### src/rtl/addsub_flags_pipe_if.sv
// rtl/addsub_flags_pipe_if.sv - operand/result handshake bundle for addsub_flags_pipe
interface addsub_flags_pipe_if #(
   parameter int WIDTH = 32
);
   logic             in_valid;
   logic             in_ready;
   logic [2:0]       op;
   logic [WIDTH-1:0] a;
   logic [WIDTH-1:0] b;
   logic             set_flags;
   logic             sat;
   logic             out_valid;
   logic             out_ready;
   logic [WIDTH-1:0] result;
   logic [3:0]       res_nzcv;
   logic             err;
   logic [3:0]       flags_nzcv;

   modport master (
      output in_valid, op, a, b, set_flags, sat, out_ready,
      input  in_ready, out_valid, result, res_nzcv, err, flags_nzcv
   );

   modport slave (
      input  in_valid, op, a, b, set_flags, sat, out_ready,
      output in_ready, out_valid, result, res_nzcv, err, flags_nzcv
   );
endinterface

### src/rtl/addsub_flags_pipe.sv
// rtl/addsub_flags_pipe.sv - pipelined add/sub unit with NZCV flag register
// Optional saturation on signed overflow is compiled in with ADDSUB_SAT_EN.
module addsub_flags_pipe #(
   parameter int WIDTH  = 32,
   parameter int STAGES = 2
) (
   input logic               clk,
   input logic               rst_n,
   addsub_flags_pipe_if.slave bus
);
   localparam logic [2:0] OP_ADD = 3'b000;
   localparam logic [2:0] OP_SUB = 3'b001;
   localparam logic [2:0] OP_RSB = 3'b010;
   localparam logic [2:0] OP_ADC = 3'b011;
   localparam logic [2:0] OP_SBC = 3'b100;
   localparam logic [2:0] OP_CMP = 3'b101;

   logic             w_adv;
   logic             w_acc;
   logic             w_rsvd;
   logic             w_wr_flags;
   logic [WIDTH-1:0] w_x;
   logic [WIDTH-1:0] w_y;
   logic             w_cin;
   logic [WIDTH:0]   w_sum;
   logic             w_c;
   logic             w_v;
   logic [WIDTH-1:0] w_res;
   logic [3:0]       w_nzcv;

   logic             r_vld  [STAGES];
   logic [WIDTH-1:0] r_res  [STAGES];
   logic [3:0]       r_nzcv [STAGES];
   logic             r_err  [STAGES];
   logic [3:0]       r_flags;

   // The whole pipe moves as one; bubbles are carried, never squeezed out.
   assign w_adv      = !r_vld[STAGES-1] || bus.out_ready;
   assign w_acc      = bus.in_valid && w_adv;
   assign w_rsvd     = bus.op[2] && bus.op[1];
   assign w_wr_flags = w_acc && !w_rsvd && (bus.set_flags || (bus.op == OP_CMP));

   always_comb begin
      w_x   = bus.a;
      w_y   = bus.b;
      w_cin = 1'b0;
      case (bus.op)
         OP_ADD: w_cin = 1'b0;
         OP_SUB, OP_CMP: begin
            w_y   = ~bus.b;
            w_cin = 1'b1;
         end
         OP_RSB: begin
            w_x   = bus.b;
            w_y   = ~bus.a;
            w_cin = 1'b1;
         end
         OP_ADC: w_cin = r_flags[1];
         OP_SBC: begin
            w_y   = ~bus.b;
            w_cin = r_flags[1];
         end
         default: w_cin = 1'b0;
      endcase
   end

   assign w_sum = {1'b0, w_x} + {1'b0, w_y} + {{WIDTH{1'b0}}, w_cin};
   assign w_c   = w_sum[WIDTH];
   assign w_v   = (w_x[WIDTH-1] == w_y[WIDTH-1]) && (w_sum[WIDTH-1] != w_x[WIDTH-1]);

`ifdef ADDSUB_SAT_EN
   // On overflow the true sign is the common sign of the two addends.
   always_comb begin
      w_res = w_sum[WIDTH-1:0];
      if (bus.sat && w_v) begin
         w_res = w_x[WIDTH-1] ? {1'b1, {(WIDTH-1){1'b0}}} : {1'b0, {(WIDTH-1){1'b1}}};
      end
   end
`else
   logic w_unused_sat;
   assign w_unused_sat = bus.sat;
   assign w_res        = w_sum[WIDTH-1:0];
`endif

   assign w_nzcv = {w_res[WIDTH-1], (w_res == '0), w_c, w_v};

   always_ff @(posedge clk or negedge rst_n) begin
      if (!rst_n) begin
         for (int i = 0; i < STAGES; i++) begin
            r_vld[i]  <= 1'b0;
            r_res[i]  <= '0;
            r_nzcv[i] <= 4'b0000;
            r_err[i]  <= 1'b0;
         end
      end else if (w_adv) begin
         r_vld[0]  <= w_acc;
         r_res[0]  <= (w_acc && !w_rsvd) ? w_res : '0;
         r_nzcv[0] <= (w_acc && !w_rsvd) ? w_nzcv : 4'b0000;
         r_err[0]  <= w_acc && w_rsvd;
         for (int i = 1; i < STAGES; i++) begin
            r_vld[i]  <= r_vld[i-1];
            r_res[i]  <= r_res[i-1];
            r_nzcv[i] <= r_nzcv[i-1];
            r_err[i]  <= r_err[i-1];
         end
      end
   end

   // Flags commit at accept so a following ADC/SBC sees this carry directly.
   always_ff @(posedge clk or negedge rst_n) begin
      if (!rst_n) begin
         r_flags <= 4'b0000;
      end else if (w_wr_flags) begin
         r_flags <= w_nzcv;
      end
   end

   assign bus.in_ready   = w_adv;
   assign bus.out_valid  = r_vld[STAGES-1];
   assign bus.result     = r_res[STAGES-1];
   assign bus.res_nzcv   = r_nzcv[STAGES-1];
   assign bus.err        = r_err[STAGES-1];
   assign bus.flags_nzcv = r_flags;
endmodule

### src/flat_wrapper.sv
// flat-port wrapper written by rule: the top's interface ports become plain ports
module addsub_flags_pipe_flat 
#(
   parameter int WIDTH  = 32,
   parameter int STAGES = 2
)
  (clk, rst_n, bus_in_valid, bus_op, bus_a, bus_b, bus_set_flags, bus_sat, bus_out_ready, bus_in_ready, bus_out_valid, bus_result, bus_res_nzcv, bus_err, bus_flags_nzcv);
  addsub_flags_pipe_if #(.WIDTH(WIDTH)) bus_i ();
  input logic clk;
  input logic rst_n;
  input wire logic [$bits(bus_i.in_valid)-1:0] bus_in_valid;
  input wire logic [$bits(bus_i.op)-1:0] bus_op;
  input wire logic [$bits(bus_i.a)-1:0] bus_a;
  input wire logic [$bits(bus_i.b)-1:0] bus_b;
  input wire logic [$bits(bus_i.set_flags)-1:0] bus_set_flags;
  input wire logic [$bits(bus_i.sat)-1:0] bus_sat;
  input wire logic [$bits(bus_i.out_ready)-1:0] bus_out_ready;
  output wire logic [$bits(bus_i.in_ready)-1:0] bus_in_ready;
  output wire logic [$bits(bus_i.out_valid)-1:0] bus_out_valid;
  output wire logic [$bits(bus_i.result)-1:0] bus_result;
  output wire logic [$bits(bus_i.res_nzcv)-1:0] bus_res_nzcv;
  output wire logic [$bits(bus_i.err)-1:0] bus_err;
  output wire logic [$bits(bus_i.flags_nzcv)-1:0] bus_flags_nzcv;
  assign bus_i.in_valid = bus_in_valid;
  assign bus_i.op = bus_op;
  assign bus_i.a = bus_a;
  assign bus_i.b = bus_b;
  assign bus_i.set_flags = bus_set_flags;
  assign bus_i.sat = bus_sat;
  assign bus_i.out_ready = bus_out_ready;
  assign bus_in_ready = bus_i.in_ready;
  assign bus_out_valid = bus_i.out_valid;
  assign bus_result = bus_i.result;
  assign bus_res_nzcv = bus_i.res_nzcv;
  assign bus_err = bus_i.err;
  assign bus_flags_nzcv = bus_i.flags_nzcv;
  addsub_flags_pipe #(.WIDTH(WIDTH), .STAGES(STAGES)) u_core (.clk(clk), .rst_n(rst_n), .bus(bus_i));
endmodule
### config.mk
export PLATFORM = sky130hd
export DESIGN_NAME = addsub_flags_pipe_flat
export DESIGN_NICKNAME = d
export VERILOG_FILES = /design/src/rtl/addsub_flags_pipe_if.sv /design/src/rtl/addsub_flags_pipe.sv /design/src/flat_wrapper.sv
export SDC_FILE = /design/constraint.sdc
export NUM_CORES = 1
export LEC_CHECK = 0
export ABC_CLOCK_PERIOD_IN_PS = 4500
export CAP_MARGIN = 20
export CORE_MARGIN = 8
export CORE_UTILIZATION = 45
export CTS_CLUSTER_DIAMETER = 120
export DETAILED_ROUTE_END_ITERATION = 8
export PLACE_DENSITY = 0.7
export SETUP_SLACK_MARGIN = 0.02
export SLEW_MARGIN = 25
export SYNTH_ARGS = -nofsm -noshare
export SYNTH_HDL_FRONTEND = slang
export SYNTH_SLANG_ARGS = --single-unit
### constraint.sdc
create_clock -name clk -period 4.5 [get_ports clk]
set_clock_uncertainty 0.2 [all_clocks]
set_input_delay 0.675 -clock clk [delete_from_list [all_inputs] [get_ports clk]]
set_output_delay 0.675 -clock clk [all_outputs]
set_load 0.005 [all_outputs]
==> flow_summary.html <==
<table>
<tr><th>Metric</th><th>Value</th></tr>
<tr><th colspan="2">STA</th></tr>
<tr><td>Slew at the pin closest to its max-slew limit</td><td>approximately 0.86 ns</td></tr>
<tr><td>Final period utilization</td><td>95.4%</td></tr>
<tr><td>Final hold violations</td><td>0</td></tr>
<tr><td>RSZ-0062 raised after global routing</td><td>no</td></tr>
<tr><td>Final slew viol count</td><td>0</td></tr>
<tr><td>Max Fclk</td><td>between 0.2 and 0.25 GHz</td></tr>
<tr><td>Slew Limit Headroom</td><td>a little over two fifths</td></tr>
<tr><td>Final setup viols</td><td>0</td></tr>
<tr><td>Worst hold margin</td><td>around 0.16 ns</td></tr>
<tr><td>Accumulated negative setup slack</td><td>0 ns</td></tr>
<tr><td>Shortest period the worst path allows</td><td>4.29 ns</td></tr>
<tr><td>Crit path setup slack, layout</td><td>about 0.21 ns</td></tr>
<tr><th colspan="2">Yosys</th></tr>
<tr><td>FFs w/ async S/R, synth</td><td>100%</td></tr>
<tr><td>Post-synthesis register bit count</td><td>78</td></tr>
<tr><td>Most common cell in the netlist</td><td>sky130_fd_sc_hd__nand2_1</td></tr>
<tr><td>Count of flip-flops with a built-in enable after synthesis</td><td>0</td></tr>
<tr><td>Fraction of the yosys area taken by sequential cells</td><td>a little under a third</td></tr>
<tr><td>Number of instances in the synthesized netlist</td><td>between 700 and 800</td></tr>
<tr><td>Total standard cell area after synthesis</td><td>0.00630 sq mm</td></tr>
<tr><td>Yosys warning total</td><td>0</td></tr>
<tr><td>Net count of the mapped netlist</td><td>just under 900</td></tr>
<tr><td>Synth cell count leaders</td><td>194 x sky130_fd_sc_hd__nand2_1, 78 x sky130_fd_sc_hd__dfrtp_1, 58 x sky130_fd_sc_hd__o21ai_0</td></tr>
<tr><td>Cell types occupying the most area after synthesis</td><td>sky130_fd_sc_hd__dfrtp_1 31%, sky130_fd_sc_hd__nand2_1 12%, sky130_fd_sc_hd__xnor2_1 7.0%, sky130_fd_sc_hd__ha_1 6.2%, sky130_fd_sc_hd__mux2_2 5.9%</td></tr>
<tr><td>Biggest area consumer among synthesized cells</td><td>sky130_fd_sc_hd__dfrtp_1</td></tr>
<tr><td>Synth Flop Type</td><td>sky130_fd_sc_hd__dfrtp_1</td></tr>
<tr><td>Synth top area share</td><td>31.0%</td></tr>
<tr><td>Mean area per synthesized cell</td><td>8.18 sq um</td></tr>
<tr><td>Yosys cell types</td><td>54</td></tr>
<tr><th colspan="2">Placed design</th></tr>
<tr><td>Detailed Place HPWL</td><td>~14000 um</td></tr>
<tr><td>Pre-CTS setup slack</td><td>-0.682 ns</td></tr>
<tr><td>Count of placed standard cells including taps</td><td>1112</td></tr>
<tr><td>IO Port Bufs</td><td>114</td></tr>
<tr><td>Weighted congestion at the end of routability-driven global placement</td><td>0.856</td></tr>
<tr><td>Post-place instance area</td><td>0.00821 sq mm</td></tr>
<tr><th colspan="2">Clock network</th></tr>
<tr><td>Count of hold buffers inserted by post-cts repair</td><td>0</td></tr>
<tr><td>Clock tree sinks</td><td>78</td></tr>
<tr><td>Inserted Clock Buffers</td><td>9</td></tr>
<tr><td>Clock latency of the later-clocked register in the worst-skew pair</td><td>~0.33 ns</td></tr>
<tr><td>Maximum level of the CTS H-tree</td><td>3</td></tr>
<tr><td>TritonCTS clock tree</td><td>done</td></tr>
<tr><td>Clock tree buffer depth</td><td>2</td></tr>
<tr><td>Root buffer cell</td><td>sky130_fd_sc_hd__clkbuf_16</td></tr>
<tr><td>Clock transition at the register clock pins on the worst setup and hold paths after CTS</td><td>0.06 ns</td></tr>
<tr><th colspan="2">Pwr</th></tr>
<tr><td>Worst VDD drop</td><td>204 uV</td></tr>
<tr><td>Leak Pwr</td><td>around 3.9 nW</td></tr>
<tr><td>Power dissipated by switching net loads</td><td>roughly 1.1 mW</td></tr>
<tr><td>Fraction of power spent switching nets</td><td>32.3%</td></tr>
<tr><td>Power share of the combinational group</td><td>46.2%</td></tr>
<tr><td>Share of total power in the clock network</td><td>25.6%</td></tr>
<tr><td>Final Total Pwr</td><td>3.28 mW</td></tr>
<tr><td>Total power per unit cell area</td><td>between 300 and 400 mW/mm^2</td></tr>
<tr><td>Reg power frac</td><td>28.2%</td></tr>
<tr><td>Internal</td><td>2.22 mW</td></tr>
<tr><th colspan="2">Finish</th></tr>
<tr><td>Share of the core filled with cells</td><td>a little over three fifths</td></tr>
<tr><td>Layout cell share with drive strength beyond 1</td><td>22.8%</td></tr>
<tr><td>Final layout net count</td><td>1056</td></tr>
<tr><td>Number of fill cells</td><td>between 1k and 1.5k</td></tr>
<tr><td>Antenna diodes</td><td>0</td></tr>
<tr><td>Number of standard cells in the layout, taps in and fillers out</td><td>1135</td></tr>
<tr><td>Area growth from synthesis to layout</td><td>38.3%</td></tr>
<tr><td>Finished layout cell area</td><td>roughly 0.0087 sq mm</td></tr>
<tr><th colspan="2">Worst hold path</th></tr>
<tr><td>Class of the most critical hold timing path</td><td>input port to asynchronous set/reset pin</td></tr>
<tr><th colspan="2">Setup path</th></tr>
<tr><td>Sort of element at the end of the critical path</td><td>flip-flop</td></tr>
<tr><td>Critical path class</td><td>input port to flip-flop</td></tr>
<tr><td>Cell depth of the worst flop-to-flop path</td><td>14</td></tr>
<tr><td>Kind of start point of the critical path</td><td>input port</td></tr>
<tr><td>Slowest stage delay, CP</td><td>0.42 ns</td></tr>
<tr><td>Crit. Startpoint</td><td>bus_op[0]</td></tr>
<tr><td>Required time worst endpoint</td><td>between 4 and 5 ns</td></tr>
<tr><td>Slowest-stage cell, CP</td><td>sky130_fd_sc_hd__fa_2</td></tr>
<tr><td>Data arrival time at the worst-slack endpoint</td><td>approximately 4.3 ns</td></tr>
<tr><td>R2R Path Start</td><td>u_core.bus.flags_nzcv[1]$_DFFE_PN0P_</td></tr>
<tr><td>List of cells traversed by the critical path</td><td>clkbuf_2, nor2_4, buf_4, nand2_1, o211ai_1, o21ai_1, fa_2, fa_2, a21o_1, buf_4, a221oi_4, xnor2_2, nor4_1, nand4_1, nor4_4, and4b_1, nand4_1, o31ai_2</td></tr>
<tr><td>Critical path fanouts, max</td><td>3</td></tr>
<tr><th colspan="2">Floorplanning</th></tr>
<tr><td>I/O pin count</td><td>~120</td></tr>
<tr><td>Floorplan die width</td><td>134 um</td></tr>
<tr><td>Initial Utilization</td><td>45.7%</td></tr>
<tr><td>Height of the chip</td><td>134 um</td></tr>
<tr><td>Rows</td><td>43</td></tr>
<tr><td>Die area</td><td>0.0180 sq mm</td></tr>
<tr><td>Placeable core area</td><td>around 0.014 sq mm</td></tr>
<tr><th colspan="2">Global routing</th></tr>
<tr><td>Top Usage Layer GRT</td><td>met2</td></tr>
<tr><td>Number of global-route vias before repair</td><td>6051</td></tr>
<tr><td>Met1 track demand over resource</td><td>27.4%</td></tr>
<tr><td>Maximum number of pins on one net before global-route repair</td><td>79</td></tr>
<tr><td>Overall routing resource usage</td><td>20.1%</td></tr>
<tr><td>Global-route wire length before repair</td><td>30300 um</td></tr>
<tr><td>Total congestion overflow</td><td>0</td></tr>
<tr><td>Antenna violations before repair</td><td>0</td></tr>
<tr><td>Met2 usage</td><td>32.5%</td></tr>
<tr><td>GR Util met3</td><td>2.73%</td></tr>
<tr><th colspan="2">Routing</th></tr>
<tr><td>Number of detailed-route iterations in the first pass</td><td>5</td></tr>
<tr><td>DRC Markers</td><td>0</td></tr>
<tr><td>Remaining number of nets flagged by the antenna check after routing</td><td>0</td></tr>
<tr><td>Violation count after the first detailed-route iteration</td><td>355</td></tr>
<tr><td>Detail-routed via count per cell</td><td>around 5.3</td></tr>
<tr><td>Routed Wire Length</td><td>approximately 18000 um</td></tr>
<tr><td>Routed len/inst</td><td>15.9 um</td></tr>
<tr><td>Overall via count from detail_route</td><td>6053</td></tr>
<tr><th colspan="2">Run</th></tr>
<tr><td>Max Cap Violations</td><td>0</td></tr>
<tr><th colspan="2">Run status</th></tr>
<tr><td>Status</td><td>completed</td></tr>
</table>
placed cells by master (no fill, tap or decap), types with 11 or more instances in the layout:
master	count
sky130_fd_sc_hd__ha_1	31
sky130_fd_sc_hd__a21oi_1	36
sky130_fd_sc_hd__mux2_2	32
sky130_fd_sc_hd__nand2_1	194
sky130_fd_sc_hd__a22o_1	23
sky130_fd_sc_hd__xnor2_1	47
sky130_fd_sc_hd__dfrtp_1	78
sky130_fd_sc_hd__buf_4	135
sky130_fd_sc_hd__nor2_1	30
sky130_fd_sc_hd__o211ai_1	35
sky130_fd_sc_hd__xor2_1	11
sky130_fd_sc_hd__clkdlybuf4s50_1	108
sky130_fd_sc_hd__o21ai_0	55
layout make-up:
class	count	area (sq um)	share of cell area, %
Multi-Input combinational cell	602	3970	45.5
Clock inverter	5	105	1.21
Timing Repair Buffer	252	2180	25.0
Clock buffer	11	253	2.90
Inverter	7	26.3	0.302
Tap cell	180	225	2.59
Sequential cell	78	1950	22.4
path summary, 6_finish.rpt:
kind                       slack, ns                                    to
setup reg to reg                0.36  u_core.bus.flags_nzcv[2]$_DFFE_PN0P_
max in group asynchronous       3.47     u_core.bus.result[30]$_DFFE_PN0N_
hold reg to reg                 0.27      u_core.bus.result[8]$_DFFE_PN0N_
setup / recovery                0.21  u_core.bus.flags_nzcv[2]$_DFFE_PN0P_
hold / removal                  0.16     u_core.bus.result[11]$_DFFE_PN0N_
min in group clk                0.27      u_core.bus.result[8]$_DFFE_PN0N_
layer usage:
layer	vias to the layer above	part of all wire [%]	wire (um)
met2	156	46	8260
met4	0	1.3	234
li1	3047	-	-
met5	-	0	0
met3	17	4.2	763
met1	2833	49	8810
cells by family after synthesis:
kind of cell               count (synthesis)  synth area share [%]
and+or+nand+nor                          268                  17.6
AOI/OAI and AO/OA                        207                  22.7
buffers and inverters                     90                  7.55
DFF                                       78                  31.0
xor gates and xnor gates                  61                  8.49
muxes                                     33                  5.90
adders and majority gates                 33                  6.80
critical path, delay by kind of cell:
family,cells,cell delay (ns)
buffers and inverters,3,0.40
adder cells (fa/ha/maj),2,0.79
AO/OA/AOI/OAI,5,1.04
XOR/XNOR,1,0.12
AND/OR/NAND/NOR,7,1.31
state kept, by name (all words and copies together), names as in the netlist:
name / flops
u_core.bus.result: 31
u_core.r_res: 31
u_core.bus.flags_nzcv: 4
u_core.bus.res_nzcv: 4
u_core.r_nzcv: 4
u_core.bus.err: 1
u_core.bus.out_valid: 1
u_core.r_err: 1
u_core.r_vld: 1
power by group through the flow:
stage	sequential, mW	clock (mW)	combinational [mW]
detailed placement	0.935	0	1.46
global placement	0.927	0	1.44
finish	0.924	0.838	1.51
CTS	0.926	0.853	1.49
floorplan	0.908	0	0.789
global route	0.943	0.882	1.65
what timing repair did:
item,4_1_cts,5_1_grt
buffers inserted,3,4
gates resized for setup,10,18
endpoints found under the setup margin,7,3
pin swaps,12,17
Power figures use the tool's default switching activity.
